==> src/rtl/motor_pwm_pkg.sv <==
// Shared widths, the width type and the target saturation helper for the multi-channel pulse generator.
package motor_pwm_pkg;
  localparam int CNT_W_DEF = 21;
  localparam int SPD_W_DEF = 8;
  localparam int SCL_W_DEF = 8;
  localparam int CALC_W    = 48;

  typedef logic [CNT_W_DEF-1:0] width_t;

  // Clamp a signed width to [0, hi].
  function automatic logic [CALC_W-1:0] sat_width(input logic signed [CALC_W-1:0] v,
                                                   input logic [CALC_W-1:0] hi);
    if (v < 0) return '0;
    if ($unsigned(v) > hi) return hi;
    return $unsigned(v);
  endfunction
endpackage

==> src/rtl/motor_pwm_multi_if.sv <==
// Speed command channel: one command per valid&&ready, addressed to a motor channel.
interface motor_pwm_multi_if #(
  parameter int N_CH  = 4,
  parameter int SPD_W = 8
);
  localparam int CH_W = (N_CH > 1) ? $clog2(N_CH) : 1;

  logic             cmd_valid;
  logic             cmd_ready;
  logic [CH_W-1:0]  cmd_ch;
  logic             cmd_dir;
  logic [SPD_W-1:0] cmd_spd;

  modport master (output cmd_valid, cmd_ch, cmd_dir, cmd_spd, input cmd_ready);
  modport slave  (input cmd_valid, cmd_ch, cmd_dir, cmd_spd, output cmd_ready);
endinterface

==> src/rtl/pwm_ramp_ch.sv <==
// One motor channel: target register, once-per-frame slew toward it, and registered pulse compare.
module pwm_ramp_ch #(
  parameter int CNT_W = 21
) (
  input  logic             clk,
  input  logic             rst_n,
  input  logic             en,
  input  logic             wrap,
  input  logic             tgt_we,
  input  logic             stop,
  input  logic [CNT_W-1:0] tgt_new,
  input  logic [CNT_W-1:0] period_stopped,
  input  logic [CNT_W-1:0] ramp_step,
  input  logic [CNT_W-1:0] cnt,
  output logic             pwm,
  output logic             motor_en
);
  logic [CNT_W-1:0] target, width, diff, step, width_nx;

  always_comb begin
    diff     = (width < target) ? target - width : width - target;
    step     = (ramp_step == '0 || ramp_step > diff) ? diff : ramp_step;
    width_nx = (width < target) ? width + step : width - step;
  end

  always_ff @(posedge clk) begin
    if (!rst_n) begin
      target   <= period_stopped;
      width    <= period_stopped;
      pwm      <= 1'b0;
      motor_en <= 1'b0;
    end else begin
      // A fresh command outranks the watchdog safe-stop.
      if (tgt_we)    target <= tgt_new;
      else if (stop) target <= period_stopped;
      if (!en)       width  <= period_stopped;
      else if (wrap) width  <= width_nx;
      pwm      <= en && (cnt < width);
      motor_en <= en && (width != period_stopped);
    end
  end
endmodule

==> src/rtl/motor_pwm_multi.sv <==
// N-channel ESC/servo pulse generator: frame counter, command decode to saturated targets, and
// command watchdog; per-channel ramp and compare live in pwm_ramp_ch.
module motor_pwm_multi
  import motor_pwm_pkg::*;
#(
  parameter int N_CH        = 4,
  parameter int CNT_W       = CNT_W_DEF,
  parameter int SPD_W       = SPD_W_DEF,
  parameter int SCL_W       = SCL_W_DEF,
  parameter int WDOG_FRAMES = 25
) (
  input  logic             clk,
  input  logic             rst_n,
  input  logic             en,
  input  logic [CNT_W-1:0] frame_len,
  input  logic [CNT_W-1:0] period_stopped,
  input  logic [SCL_W-1:0] spd_scaling,
  input  logic [CNT_W-1:0] ramp_step,
  motor_pwm_multi_if.slave cmd,
  output logic [N_CH-1:0]  pwm_out,
  output logic [N_CH-1:0]  motor_en,
  output logic             frame_start,
  output logic             wdog_tripped
);
  localparam int PRD_W = SCL_W + SPD_W;
  localparam int WD_W  = $clog2(WDOG_FRAMES + 2);

  logic [CNT_W-1:0]         cnt, frame_len_r, len_clamp, tgt_new;
  logic [PRD_W-1:0]         prod;
  logic signed [CALC_W-1:0] tgt_raw;
  logic [N_CH-1:0]          tgt_we;
  logic [WD_W-1:0]          wd_cnt;
  logic                     ready_q, accept, wrap, trip;

  assign cmd.cmd_ready = ready_q;
  assign accept        = cmd.cmd_valid && ready_q;
  assign len_clamp     = (frame_len < CNT_W'(2)) ? CNT_W'(2) : frame_len;
  assign wrap          = en && (cnt == frame_len_r - CNT_W'(1));

  assign prod    = PRD_W'(spd_scaling) * PRD_W'(cmd.cmd_spd);
  assign tgt_raw = cmd.cmd_dir ? $signed(CALC_W'(period_stopped)) - $signed(CALC_W'(prod))
                               : $signed(CALC_W'(period_stopped)) + $signed(CALC_W'(prod));
  assign tgt_new = CNT_W'(sat_width(tgt_raw, CALC_W'(frame_len_r)));

  // Out-of-range channel numbers match no lane and are silently dropped.
  always_comb begin
    tgt_we = '0;
    for (int i = 0; i < N_CH; i++)
      tgt_we[i] = accept && (int'(cmd.cmd_ch) == i);
  end

  // Length tracks the input while idle so an enable starts with the current frame length.
  always_ff @(posedge clk) begin
    if (!rst_n) begin
      cnt         <= '0;
      frame_len_r <= len_clamp;
      frame_start <= 1'b0;
      ready_q     <= 1'b0;
    end else begin
      ready_q     <= 1'b1;
      frame_start <= en && (cnt == '0);
      if (!en || wrap) begin
        cnt         <= '0;
        frame_len_r <= len_clamp;
      end else begin
        cnt <= cnt + CNT_W'(1);
      end
    end
  end

  assign trip = (WDOG_FRAMES != 0) && wrap && !accept && !wdog_tripped &&
                (wd_cnt == WD_W'(WDOG_FRAMES - 1));

  always_ff @(posedge clk) begin
    if (!rst_n) begin
      wd_cnt       <= '0;
      wdog_tripped <= 1'b0;
    end else if (accept) begin
      wd_cnt       <= '0;
      wdog_tripped <= 1'b0;
    end else if (wrap && (WDOG_FRAMES != 0) && !wdog_tripped) begin
      wd_cnt <= wd_cnt + WD_W'(1);
      if (trip) wdog_tripped <= 1'b1;
    end
  end

  for (genvar g = 0; g < N_CH; g++) begin : g_ch
    pwm_ramp_ch #(.CNT_W(CNT_W)) u_ch (
      .clk            (clk),
      .rst_n          (rst_n),
      .en             (en),
      .wrap           (wrap),
      .tgt_we         (tgt_we[g]),
      .stop           (trip),
      .tgt_new        (tgt_new),
      .period_stopped (period_stopped),
      .ramp_step      (ramp_step),
      .cnt            (cnt),
      .pwm            (pwm_out[g]),
      .motor_en       (motor_en[g])
    );
  end
endmodule

==> src/flat_wrapper.sv <==
// flat-port wrapper written by rule: the top's interface ports become plain ports
module motor_pwm_multi_flat import motor_pwm_pkg::*;
#(
  parameter int N_CH        = 4,
  parameter int CNT_W       = CNT_W_DEF,
  parameter int SPD_W       = SPD_W_DEF,
  parameter int SCL_W       = SCL_W_DEF,
  parameter int WDOG_FRAMES = 25
)
  (clk, rst_n, en, frame_len, period_stopped, spd_scaling, ramp_step, pwm_out, motor_en, frame_start, wdog_tripped, cmd_cmd_valid, cmd_cmd_ch, cmd_cmd_dir, cmd_cmd_spd, cmd_cmd_ready);
  motor_pwm_multi_if #(.N_CH(N_CH), .SPD_W(SPD_W)) cmd_i ();
  input  logic clk;
  input  logic rst_n;
  input  logic en;
  input  logic [CNT_W-1:0] frame_len;
  input  logic [CNT_W-1:0] period_stopped;
  input  logic [SCL_W-1:0] spd_scaling;
  input  logic [CNT_W-1:0] ramp_step;
  output logic [N_CH-1:0] pwm_out;
  output logic [N_CH-1:0] motor_en;
  output logic frame_start;
  output logic wdog_tripped;
  input wire logic [$bits(cmd_i.cmd_valid)-1:0] cmd_cmd_valid;
  input wire logic [$bits(cmd_i.cmd_ch)-1:0] cmd_cmd_ch;
  input wire logic [$bits(cmd_i.cmd_dir)-1:0] cmd_cmd_dir;
  input wire logic [$bits(cmd_i.cmd_spd)-1:0] cmd_cmd_spd;
  output wire logic [$bits(cmd_i.cmd_ready)-1:0] cmd_cmd_ready;
  assign cmd_i.cmd_valid = cmd_cmd_valid;
  assign cmd_i.cmd_ch = cmd_cmd_ch;
  assign cmd_i.cmd_dir = cmd_cmd_dir;
  assign cmd_i.cmd_spd = cmd_cmd_spd;
  assign cmd_cmd_ready = cmd_i.cmd_ready;
  motor_pwm_multi #(.N_CH(N_CH), .CNT_W(CNT_W), .SPD_W(SPD_W), .SCL_W(SCL_W), .WDOG_FRAMES(WDOG_FRAMES)) u_core (.clk(clk), .rst_n(rst_n), .en(en), .frame_len(frame_len), .period_stopped(period_stopped), .spd_scaling(spd_scaling), .ramp_step(ramp_step), .cmd(cmd_i), .pwm_out(pwm_out), .motor_en(motor_en), .frame_start(frame_start), .wdog_tripped(wdog_tripped));
endmodule
==> config.mk <==
export PLATFORM = sky130hd
export DESIGN_NAME = motor_pwm_multi_flat
export DESIGN_NICKNAME = d
export VERILOG_FILES = /design/src/rtl/motor_pwm_pkg.sv /design/src/rtl/motor_pwm_multi_if.sv /design/src/rtl/pwm_ramp_ch.sv /design/src/rtl/motor_pwm_multi.sv /design/src/flat_wrapper.sv
export SDC_FILE = /design/constraint.sdc
export NUM_CORES = 2
export LEC_CHECK = 0
export BUFFER_PORTS_ARGS = -buffer_cell sky130_fd_sc_hd__buf_2
export CAP_MARGIN = 10
export CORE_MARGIN = 2
export CORE_UTILIZATION = 40
export CTS_BUF_LIST = sky130_fd_sc_hd__clkbuf_2
export DETAILED_ROUTE_END_ITERATION = 10
export HOLD_SLACK_MARGIN = 0.06
export PLACE_DENSITY = 0.62
export REMOVE_ABC_BUFFERS = 1
export SYNTH_ARGS = -nofsm -noshare
export SYNTH_HDL_FRONTEND = slang
export SYNTH_SLANG_ARGS = --single-unit
==> constraint.sdc <==
create_clock -name clk -period 23.6 [get_ports clk]
set_input_delay 1.18 -clock clk [delete_from_list [all_inputs] [get_ports clk]]
set_output_delay 1.18 -clock clk [all_outputs]
set_load 0.1 [all_outputs]
==> impl_metrics.tcl <==
set metrics [dict create \
    outcome "finished clean" \
    cp_num_buf_inv 3 \
    ys_seq_area_share_pct 19.2 \
    crit_type "register to register" \
    yosysWarnings 0 \
    timing.critical_path.mode_cell "a21oi_1" \
    die_w_um 293 \
    synthFlopType "edfxtp_1" \
    synth_cell_types 117 \
    synth_seq_cells 226 \
    setup_viol 0 \
    viasPerCell 5.96 \
    post_cts_resized 0 \
    layout.nets 4818 \
    groute.usage.overall_pct 29.7 \
    coreArea_um2 83300 \
    fin_crit_ns 10.59 \
    use_met3_pct 4.74 \
    use_met2_pct 46.3 \
    synth_cells 4135 \
    ys_top_cells_by_count "ha_1 (510), inv_1 (400), nand2_1 (336)" \
    worstPathArrival_ns 11.46 \
    portBuffers 96 \
    dr.first_iter.drc_count 3596 \
    root_buffer "clkbuf_2" \
    clk_path_buf_depth 3 \
    clkTransAtPathRegs_ns 0.13 \
    cts_made_buffers 72 \
    boundaryPins 97 \
    finalSetupTns_ns 0 \
    rows 106 \
    critPathCaptureType "register" \
    synthArstFlopShare_pct 0 \
    postCtsHoldBufs 0 \
    drt-total-wl_um 130000 \
    start_util_pct 40.2 \
    die_h_um 293 \
    fin_crit_sh_pct 44.9 \
    synthMostInstantiatedCell "ha_1" \
    grt.met1_usage_pct 40.7 \
    mappedNetlistArea_um2 33500 \
    grt_max_degree 61 \
    gp_congestion 1.01 \
    cp-start-kind "register" \
    maxSlewHeadroom_pct 21.7 \
    worstPathRequired_ns 24.47 \
    grt-busiest-layer "met2" \
    grt_setup_unrepaired "no" \
    worstSkewPairLatency_ns 1.15 \
    drive_above_1_share_pct 8.77 \
    finalHoldViolations 0 \
    synthToLayoutAreaGrowth_pct 6.22 \
    tightest_slew_ns 1.16 \
    synth.area.top_cells "ha_1 (19%), edfxtp_1 (17%), xnor2_1 (6.0%), o21ai_0 (4.7%), inv_1 (4.5%)" \
    drc_errors 0 \
    hpwl_um 101000 \
    cts.sinks 226 \
    wl_per_cell_um 24.5 \
    dr.pass1.iters 6 \
    grt_pass1_wl_um 191000 \
    cap_viol_max_count 0 \
    grt_pass1_vias 29969 \
    vias 31646 \
    post_cts_buffers 0 \
    synth_edf_count 189 \
    avgSynthCellArea_um2 8.10 \
    cp_max_fo 36 \
    ant_nets 0 \
    whs_ns 0.247 \
    max_stage_delay_ns 0.75 \
    max_freq_ghz 0.0944 \
    finalClockSkew_ns 0.140 \
    h-tree-depth 3 \
    die_area_um2 86100 \
    tritoncts "yes" \
    critPathSlowestCell "nand2_1" \
    hold_class "primary input to register" \
    utilization_pct 42.7 \
    crit_family "compound AO/OA/AOI/OAI gates" \
    antenna_found_initial 7 \
    synth.top_cell.area_share_pct 19.1 \
    grt_overflow 0 \
    slew_viol_final 0 \
    yosysTopAreaCell "ha_1" \
]
[per-layer routing]
metal	wire length, um	vias up
li1	-	14840
met1	56000	15081
met2	55700	1472
met3	12600	251
met4	6090	2
met5	11	-
[area by class of cell]
type / count / area, um2
inverters: 402 / 1510
clock buffers: 110 / 551
flip-flops and latches: 226 / 6420
well taps: 1080 / 1350
clock inverters: 22 / 140
fillers: 8490 / 47700
diodes: 3 / 7.51
repair buffers: 136 / 781
multi-input cells: 3334 / 24800
[cell usage in the layout, fill, tap and decap left out, types with 26 or more instances in the layout]
master / n
a211oi_1: 32
a21boi_0: 26
a21o_1: 132
a21oi_1: 291
a31oi_1: 36
and2_1: 78
and3_1: 28
buf_2: 96
buf_4: 40
clkbuf_2: 110
dfxtp_1: 37
edfxtp_1: 189
fa_1: 50
ha_1: 510
inv_1: 400
mux2i_1: 62
nand2_1: 334
nand2b_1: 42
nand3_1: 75
nand4_1: 71
nor2_1: 260
nor2b_1: 47
nor3_1: 72
nor4_1: 27
o211ai_1: 28
o21a_1: 42
o21ai_0: 310
o21ai_1: 28
o21bai_1: 37
o31ai_1: 45
xnor2_1: 231
xor2_1: 133
[kinds of logic (layout without fill, tap and decap cells)]
kind of cell,after synthesis,in the layout,synth area share [%]
mux,81,81,2.50
simple gates,1148,1148,17.1
buf+inv,575,670,6.87
xor+xnor,365,365,9.57
other cells,0,3,0
flops,226,226,19.2
compound gates,1180,1180,22.8
fa+ha+maj,560,560,22.0
[sequential cells by signal (all words and copies together) (netlist names)]
register                   cells
u_core.frame_len_r            21
u_core.g_ch.u_ch.width        84
u_core.cnt                    21
u_core.wd_cnt                  5
u_core.wdog_tripped            1
u_core.g_ch.u_ch.pwm           4
u_core.frame_start             1
u_core.g_ch.u_ch.target       84
u_core.g_ch.u_ch.motor_en      4
u_core.cmd.cmd_ready           1
[final timing paths]
path / slack [ns] / cells after the start / to / startpoint
max reg2reg: 13.01 / 35 / u_core.g_ch[3].u_ch.width[20]$_DFFE_PP_ / u_core.g_ch[3].u_ch.width[16]$_DFFE_PP_
max: 13.01 / 35 / u_core.g_ch[3].u_ch.width[20]$_DFFE_PP_ / u_core.g_ch[3].u_ch.width[16]$_DFFE_PP_
min: 0.25 / 1 / u_core.frame_len_r[2]$_SDFFCE_PN0P_ / frame_len[2]
min reg2reg: 0.51 / 2 / u_core.wd_cnt[4]$_SDFFE_PP0P_ / u_core.wd_cnt[4]$_SDFFE_PP0P_
[worst register-to-register path: cells and delay by family, from the launching register on]
family,cells,cell delay (ns)
adders and majority gates,4,1.45
and+or+nand+nor,8,2.69
AOI/OAI and AO/OA,18,4.52
DFF,1,0.53
buffers and inverters,3,0.41
xor gates and xnor gates,1,0.22
muxes,1,0.51
[through the flow]
step	cell area, um2	setup WS (ns)	std cells
after detailed placement	34900	13.23	5178
after CTS	35600	13.16	5310
after floorplan	32700	14.48	3962
after global placement	34900	13.36	5178
final	35600	13.01	5313
after global routing	35600	12.30	5312
Power is left out: the tool's default activity adds up to more than one toggle a clock period on the data nets, which glitch-free logic cannot reach.
